<file path="src/rtl/reaction_pkg.sv">
// reaction_pkg: shared definitions for the reaction-time BCD timer.
//   state_t       - controller-facing FSM states (IDLE, COUNT, HOLD)
//   DEF_TICK_DIV  - default clock cycles per millisecond tick (50 MHz clock)
//   BCD_W         - bit width of one packed BCD decade
package reaction_pkg;

    typedef enum logic [1:0] {
        IDLE  = 2'd0,
        COUNT = 2'd1,
        HOLD  = 2'd2
    } state_t;

    localparam int DEF_TICK_DIV = 50000;
    localparam int BCD_W        = 4;

endpackage

</file>
<file path="src/rtl/reaction_bcd_timer_bcd_digit.sv">
// bcd_digit: one BCD decade of the reaction-time counter.
// Ports:
//   clock     - rising-edge clock
//   reset     - asynchronous active-high reset, digit -> 0
//   clr       - synchronous clear, digit -> 0 (wins over inc_in)
//   inc_in    - increment request from the previous decade (or the tick)
//   digit     - registered digit value, always 0..9
//   carry_out - inc_in while digit is 9: this decade wraps, next one counts
module bcd_digit
    import reaction_pkg::*;
(
    input  logic             clock,
    input  logic             reset,
    input  logic             clr,
    input  logic             inc_in,
    output logic [BCD_W-1:0] digit,
    output logic             carry_out
);

    logic [BCD_W-1:0] digit_q;
    logic [BCD_W-1:0] digit_d;
    logic             at_nine;

    assign at_nine = (digit_q == BCD_W'(9));

    always_comb begin
        digit_d = digit_q;
        if (clr) begin
            digit_d = '0;
        end else if (inc_in) begin
            digit_d = at_nine ? '0 : digit_q + BCD_W'(1);
        end
    end

    always_ff @(posedge clock or posedge reset) begin
        if (reset) begin
            digit_q <= '0;
        end else begin
            digit_q <= digit_d;
        end
    end

    assign digit     = digit_q;
    assign carry_out = inc_in && at_nine;

endmodule

</file>
<file path="src/rtl/reaction_bcd_timer.sv">
// reaction_bcd_timer: millisecond reaction timer with packed BCD output.
// Counting starts when the controller raises go (stop low), freezes on stop,
// and the frozen result is held for the display. Optionally tracks the best
// (lowest, non-overflowed) result since reset.
// Configuration macro: REACTION_BEST_EN - when defined, best / best_valid /
// new_best and the compare logic are built; otherwise they are tied to 0.
// Ports:
//   clock, reset     - clock, asynchronous active-high reset
//   go, stop         - run / stop levels from the game controller
//   count            - packed BCD elapsed time, digit 0 in the LSBs
//   running, done    - registered decodes of COUNT and HOLD
//   overflow         - count saturated at all-nines during this run
//   best, best_valid - lowest valid result since reset and its valid flag
//   new_best         - one-cycle pulse when best is loaded
//   dbg_state        - current FSM state for observation
// Handshake: go/stop are levels on the same clock. IDLE->COUNT needs go=1,
// stop=0; stop=1 in COUNT freezes into HOLD; go=0,stop=0 returns to IDLE.
module reaction_bcd_timer
    import reaction_pkg::*;
#(
    parameter int TICK_DIV = DEF_TICK_DIV,
    parameter int DIGITS   = 4
) (
    input  logic                      clock,
    input  logic                      reset,
    input  logic                      go,
    input  logic                      stop,
    output logic [BCD_W*DIGITS-1:0]   count,
    output logic                      running,
    output logic                      done,
    output logic                      overflow,
    output logic [BCD_W*DIGITS-1:0]   best,
    output logic                      best_valid,
    output logic                      new_best,
    output state_t                    dbg_state
);

    localparam int CW = BCD_W * DIGITS;
    localparam int PW = (TICK_DIV > 1) ? $clog2(TICK_DIV) : 1;

    state_t        state_q;
    logic          running_q;
    logic          done_q;
    logic          overflow_q;
    logic [PW-1:0] prescaler_q;

    logic              tick;
    logic              start;
    logic              stay_count;
    logic              sat;
    logic              top_carry;
    logic [DIGITS:0]   inc_c;
    logic [DIGITS-1:0] nine;

    assign tick       = (prescaler_q == PW'(TICK_DIV - 1));
    assign start      = (state_q == IDLE) && go && !stop;
    // Increments only while the run continues: stop has priority over a
    // coincident tick, and an aborted run keeps its count untouched.
    assign stay_count = (state_q == COUNT) && go && !stop;
    assign sat        = &nine;
    assign inc_c[0]   = stay_count && tick && !sat;
    assign top_carry  = inc_c[DIGITS];

    for (genvar i = 0; i < DIGITS; i++) begin : g_digit
        assign nine[i] = (count[i*BCD_W +: BCD_W] == BCD_W'(9));

        bcd_digit u_digit (
            .clock     (clock),
            .reset     (reset),
            .clr       (start),
            .inc_in    (inc_c[i]),
            .digit     (count[i*BCD_W +: BCD_W]),
            .carry_out (inc_c[i+1])
        );
    end

    always_ff @(posedge clock or posedge reset) begin
        if (reset) begin
            state_q     <= IDLE;
            running_q   <= 1'b0;
            done_q      <= 1'b0;
            overflow_q  <= 1'b0;
            prescaler_q <= '0;
        end else begin
            case (state_q)
                IDLE: begin
                    if (go && !stop) begin
                        state_q     <= COUNT;
                        running_q   <= 1'b1;
                        overflow_q  <= 1'b0;
                        prescaler_q <= '0;
                    end
                end
                COUNT: begin
                    if (stop) begin
                        state_q   <= HOLD;
                        running_q <= 1'b0;
                        done_q    <= 1'b1;
                    end else if (!go) begin
                        state_q   <= IDLE;
                        running_q <= 1'b0;
                    end else begin
                        prescaler_q <= tick ? '0 : prescaler_q + PW'(1);
                        // Saturation gates the chain, so the top carry cannot
                        // fire; it is folded in so a wrap would still flag.
                        if ((tick && sat) || top_carry) begin
                            overflow_q <= 1'b1;
                        end
                    end
                end
                HOLD: begin
                    if (!go && !stop) begin
                        state_q <= IDLE;
                        done_q  <= 1'b0;
                    end
                end
                default: begin
                    state_q   <= IDLE;
                    running_q <= 1'b0;
                    done_q    <= 1'b0;
                end
            endcase
        end
    end

    assign running   = running_q;
    assign done      = done_q;
    assign overflow  = overflow_q;
    assign dbg_state = state_q;

`ifdef REACTION_BEST_EN
    logic [CW-1:0] best_q;
    logic          best_valid_q;
    logic          new_best_q;
    logic          cmp_pending_q;

    // The compare runs the cycle after HOLD entry, on the frozen count.
    // A plain unsigned compare is a correct BCD compare since every digit
    // stays within 0..9.
    always_ff @(posedge clock or posedge reset) begin
        if (reset) begin
            best_q        <= '0;
            best_valid_q  <= 1'b0;
            new_best_q    <= 1'b0;
            cmp_pending_q <= 1'b0;
        end else begin
            cmp_pending_q <= (state_q == COUNT) && stop;
            new_best_q    <= 1'b0;
            if (cmp_pending_q && !overflow_q &&
                (!best_valid_q || (count < best_q))) begin
                best_q       <= count;
                best_valid_q <= 1'b1;
                new_best_q   <= 1'b1;
            end
        end
    end

    assign best       = best_q;
    assign best_valid = best_valid_q;
    assign new_best   = new_best_q;
`else
    assign best       = '0;
    assign best_valid = 1'b0;
    assign new_best   = 1'b0;
`endif

endmodule
</file>
<file path="config.mk">
export PLATFORM = sky130hd
export DESIGN_NAME = reaction_bcd_timer
export DESIGN_NICKNAME = d
export VERILOG_FILES = /design/src/rtl/reaction_pkg.sv /design/src/rtl/reaction_bcd_timer_bcd_digit.sv /design/src/rtl/reaction_bcd_timer.sv
export SDC_FILE = /design/constraint.sdc
export NUM_CORES = 1
export LEC_CHECK = 0
export ABC_AREA = 1
export CAP_MARGIN = 10
export CORE_UTILIZATION = 55
export CTS_CLUSTER_DIAMETER = 120
export DETAILED_ROUTE_END_ITERATION = 16
export DONT_BUFFER_PORTS = 1
export PLACE_DENSITY = 0.7
export SLEW_MARGIN = 20
export SYNTH_ARGS = -nofsm -noshare
export SYNTH_HDL_FRONTEND = slang
export SYNTH_SLANG_ARGS = --single-unit
export TNS_END_PERCENT = 30
</file>
<file path="constraint.sdc">
create_clock -name clock -period 2.3 [get_ports clock]
set_clock_uncertainty 0.15 [all_clocks]
set_input_delay 0.345 -clock clock [delete_from_list [all_inputs] [get_ports clock]]
set_output_delay 0.345 -clock clock [all_outputs]
set_load 0.01 [all_outputs]
</file>
== Yosys cells after proc, flatten, opt, wreduce, memory -nomap -nowiden ==
Index checks and enable logic that the tools add are counted.
Storage, ports and cells
  register bits after elaboration: 37
  output and inout port bits: 39
  logic and storage cells: 93
Operators by class
  add/sub/neg operators: 5
  eq/ne operators: 14
  muxes and demuxes: 34
  bitwise operators: 2
  reduce and logical (&&, ||, !) cells: 29
Operators with widths (number)
  $mux W16: 4
  $mux W4: 12
  $pmux W16 S2: 1
  $add A16 B1 Y16 const B: 1
  $add A4 B1 Y4 const B: 4
  $eq A16 B16 Y1 const B: 1
  $eq A4 B4 Y1 const B: 4
  $logic_and A1 B1 Y1: 13
  $reduce_bool A2 Y1: 5
  $mux W1: 9
  $reduce_and A3 Y1: 3
  $mux W2: 4
  $ne A2 B2 Y1 const B: 4
  $reduce_and A4 Y1: 2
  $pmux W1 S3: 2
  $pmux W2 S3: 1
  $reduce_and A5 Y1: 1
  $ne A2 B1 Y1 const B: 2
  $logic_not A1 Y1: 3
  $ne A3 B3 Y1 const B: 1
  $eq A2 B1 Y1 const B: 1
  $eq A2 B2 Y1 const B: 1
  $logic_not A2 Y1: 1
  $not A1 Y1: 2
  2 further kinds: 2

== Longest topological paths before layout ==
  depth after elaboration: 14
  gate-level depth with buffers: 11
  depth with buffers taken out: 11

== Modules after synthesis ==
A second synthesis with hierarchy kept.
Unflattened totals
  cell total of the unflattened synthesis: 363
  area, all modules: 2572.5 µm²
By module, submodules not included
  reaction_bcd_timer: instances 1, cells each 215, area each 1496.4 µm², seq. area each 525.5 µm²
  bcd_digit: instances 4, cells each 37, area each 269.0 µm², seq. area each 100.1 µm²

== Least setup slack after synthesis ==
OpenSTA, ideal clock, no wires.
  kind: reg-to-reg
  start: reg g_digit[2].u_digit.digit_q[2]
  end: reg g_digit[2].u_digit.digit_q[1]
  library setup time: 117 ps
  data arrival time: 1395 ps
  path slack: 637 ps
  cell stages (with the launch flop): 11
  path buffers: 0
  path through: dfrtp_1 inv_2 nand2_1 nor2_2 nand2_1 nor2_4 nor2_8 nand3_4 nand2_2 nand3_1 nand2_1
Between the ends
  word-level cells in the longest chain between the ends: 7
  elaborated cells on any way between the ends: 10
  those cells by class: eq/ne: 1; mux: 3; reduce/logical: 6
RTL lines
  from (decl): line reaction_bcd_timer_bcd_digit.sv:20  | logic [BCD_W-1:0] digit_q;
  from (signal assigned): line reaction_bcd_timer_bcd_digit.sv:39  | digit_q <= digit_d;
  $eq A4 B4 Y1 *: line reaction_bcd_timer_bcd_digit.sv:24, reaction_bcd_timer.sv:65
  $reduce_and A4 Y1: line reaction_bcd_timer.sv:60  | assign sat = &nine;
  $logic_not A1 Y1: line reaction_bcd_timer.sv:61  | assign inc_c[0] = stay_count && tick && !sat;
  $logic_and A1 B1 Y1: line reaction_bcd_timer.sv:61
  $logic_and A1 B1 Y1 (2 in series): line reaction_bcd_timer_bcd_digit.sv:44  | assign carry_out = inc_in && at_nine;
  $reduce_bool A2 Y1 (no line)
Every way passes the cells marked *; elsewhere a longest branch is shown, timed or not. The select of a mux whose other input is x is not followed.
A chain may end at the register's enable or synchronous reset.

== Worst setup path in the final report ==
  start: reg prescaler_q[1]
  end: reg prescaler_q[10]
Between the ends
  word-level cells in the longest chain between the ends: 5
  elaborated cells on any way between the ends: 6
  those cells by class: add/sub: 1; eq/ne: 1; mux: 4
RTL lines
  from (decl): line reaction_bcd_timer.sv:45  | logic [PW-1:0] prescaler_q;
  from (signal assigned): line reaction_bcd_timer.sv:103  | prescaler_q <= tick ? '0 : prescaler_q + PW'(1);
  $add A16 B1 Y16 or $eq A16 B16 Y1 (tied branches): line reaction_bcd_timer.sv:103, reaction_bcd_timer.sv:55
  $mux W16 *: line reaction_bcd_timer.sv:103
  $mux W16 *: line reaction_bcd_timer.sv:99  | end else if (!go) begin
  $mux W16 *: line reaction_bcd_timer.sv:95  | if (stop) begin
  $pmux W16 S2 *: line reaction_bcd_timer.sv:85  | case (state_q)
Marked as above.

==> flow_summary.yaml <==
grt:
  first_global_vias: 1690
  grt_use_total_pct: 21.8
  grt_max_degree: 38
  grt_pass1_wl_um: 7510
  grt_antenna_before_repair: 0
  grt_overflow_total: 0
floorplan:
  start_util_pct: 58.5
  chipWidth_um: 68.0
  design.core.area_um2: 4090
  io_pins: 43
  chipHeight_um: 68.0
  rows: 23
  dieArea_um2: 4620
cts:
  cts_setup_buffers: 0
  cts_tree: "yes"
  worstSkewPairLatency_ps: 290
  cts_made_buffers: 5
  cts_root_buffer: "clkbuf_8"
  htree_levels: 2
  clock_path_buffers: 2
  path_clk_slew_ps: 70
  cts_sinks: 37
synth:
  synth-seq-cells: 37
  avgSynthCellArea_um2: 7.79
  ys_seq_area_share_pct: 38.7
  ys_types: 38
  synth_area_um2: 2390
  synthCells: 307
  yosysWarnings: 0
worst_setup_path:
  startpoint_type: "register"
  r2r_end: "prescaler_q[10]$_DFFE_PP0P_"
  crit_end: "prescaler_q[10]$_DFFE_PP0P_"
  r2r_slack_ps: 440
  crit_fanout: 4
  critPathArrivalTime_ps: 1880
  crit_path_end_kind: "register"
  r2r-start: "prescaler_q[1]$_DFFE_PP0P_"
  r2r_cells: 8
  worstPathRequired_ps: 2320
  setup.worst_path.start: "prescaler_q[1]$_DFFE_PP0P_"
  path_class: "reg -> reg"
cells_and_area:
  fillers: 382
  nNetsFinal: 320
  antenna_cells: 0
  drive_gt1_share_pct: 16.5
  syn_to_final_growth_pct: 4.13
min_path:
  hp-class: "in -> reg"
timing:
  rsz0062_at_grt: "no"
  tns_ps: 0
  finalMaxSlewViolations: 0
  setup_violations: 0
  fin_crit_ps: 1860
  fmax_mhz: 539
  fin_crit_sh_pct: 80.7
  hold_viol_final: 0
place:
  io_buffers: 0
  gp_congestion: 0.923
  dp_hpwl_um: 3310
detailed_routing:
  finalWirelength_um: 4550
  drc: 0
  wl_per_cell_um: 12.4
  postRouteAntennaNets: 0
  via_count: 1912
  dr.pass1.iters: 4
  drtIter0Drc: 94
  via_per_inst: 5.22
power_and_ir_drop:
  finalPower_uw: 1640
  powerDensity_nw_per_um2: 657
  peakVddDrop_v: 0.000394
  total_leakage_power_uw: 0.00118
outcome:
  status: "finished clean"
flow_run:
  cap_violations: 0
[critical path: stages (launching register included)]
cell     delay [ps]
dfrtp_1         390
ha_1            220
nand2_1         100
nor2_1          160
nand4_1         170
nor2_1          280
a21oi_1         110
o21ai_0          80
o21ai_1          80
[placed cells by master, fill, tap and decap left out, types with 6 or more instances in the layout]
cell,n
conb_1,18
nor2_1,24
o21ai_0,14
nand2_1,67
o21ai_1,7
nand4_1,8
nor2_4,7
dfrtp_1,37
inv_1,29
inv_2,11
a21oi_1,6
nand3_1,30
[state kept, by name, summed over array words and instances, names as in the netlist]
| register | cells |
|---|---|
| dbg_state | 2 |
| overflow | 1 |
| done | 1 |
| prescaler_q | 16 |
| running | 1 |
| g_digit.u_digit.digit | 16 |
[routing by layer]
metal | part of all wire, % | routed length [µm] | global-route usage, % | vias up
met2 | 43 | 1980 | 33.6 | 54
met3 | 5.1 | 233 | 5.67 | 7
li1 | - | - | - | 978
met5 | 0 | 0 | 0 | -
met1 | 50 | 2270 | 29.4 | 873
met4 | 1.5 | 70 | 7.55 | 0
[report_power, final]
group          switching (µW)  internal (µW)  total [µW]
clock                     228            210         438
combinational             212            119         330
sequential                141            729         869
[cell type report]
type	count	area, µm²	area share, %
multi-input combinational	225	1230	49.2
tap	50	62.6	2.51
sequential	37	926	37.2
timing repair buffer	5	40.0	1.61
inverter	41	154	6.18
clock inverter	2	10.0	0.402
clock buffer	6	72.6	2.91
[synthesized netlist by cell type]
master      n  share of area, %
nand4_1     8               2.1
inv_1      29               4.6
o31ai_1     1              0.31
nand2_1    67                11
nand3_4     2               1.5
nor2_8      2               1.7
nor3_1      3              0.63
nor2_4      7               3.3
nand2_2     5               1.3
nand4_4     1              0.89
nor2_1     24               3.8
o21bai_1    1              0.31
o21ai_1     7               1.5
ha_1        1              0.52
or2_2       2              0.52
buf_2       3              0.63
a211oi_1    1              0.31
nand3_2     4               1.7
nor3_2      1              0.42
nor2_2      1              0.26
a2bb2oi_1   1              0.37
o21ai_0    14               2.9
conb_1      1              0.16
a21oi_1     6               1.3
o22ai_1     4               1.0
dfrtp_1    37                39
a32o_1      1              0.42
nand2_4     2              0.94
a31oi_1     1              0.26
inv_2      11               1.7
xor2_1      4               1.5
xnor2_1     1              0.37
nor4_1      1              0.26
o211ai_1    1              0.31
nand3_1    30               6.3
buf_4      18               5.6
clkinv_1    1              0.16
o21ai_2     3               1.1
[how the worst min path moves through the flow]
stage | to | from | slack (ps) | depth (start not counted)
finish | dbg_state[1]$_DFFE_PP0P_ | stop | 80 | 2
global route | dbg_state[1]$_DFFE_PP0P_ | stop | 80 | 2
CTS | dbg_state[1]$_DFFE_PP0P_ | stop | 80 | 2
detailed placement | g_digit[2].u_digit.digit[2]$_DFFE_PP0P_ | reset | 230 | 2
global placement | g_digit[2].u_digit.digit[2]$_DFFE_PP0P_ | reset | 230 | 2
floorplan | prescaler_q[13]$_DFFE_PP0P_ | prescaler_q[13]$_DFFE_PP0P_ | 340 | 2
[through the flow]
stage          cell area (µm²)  instances  setup WS, ps  hold slack (ps)  util, %
6_report                  2490        366           444             83.7     61.0
3_3_place_gp              2400        357           491              227     58.7
5_1_grt                   2490        366           270             79.5     61.0
3_5_place_dp              2400        357           458              232     58.7
4_1_cts                   2490        366           443             83.0     61.0
2_1_floorplan             2460        324           637              338        -
[kinds of logic (layout without fill, tap and decap cells)]
kind of cell / Yosys count / count (layout) / share of synthesized area, %
AOI/OAI and AO/OA: 41 / 41 / 10.1
xor gates and xnor gates: 5 / 5 / 1.83
adders and majority gates: 1 / 1 / 0.523
buffers and inverters: 62 / 54 / 12.7
DFF: 37 / 37 / 38.7
other: 1 / 18 / 0.157
and+or+nand+nor: 160 / 160 / 36.0
[timing repair]
action                                 4_1_cts  5_1_grt
gates resized for setup                      0        0
hold buffers                                 1        0
endpoints found under the hold margin       37        0
(Power assumes the default switching activity.)
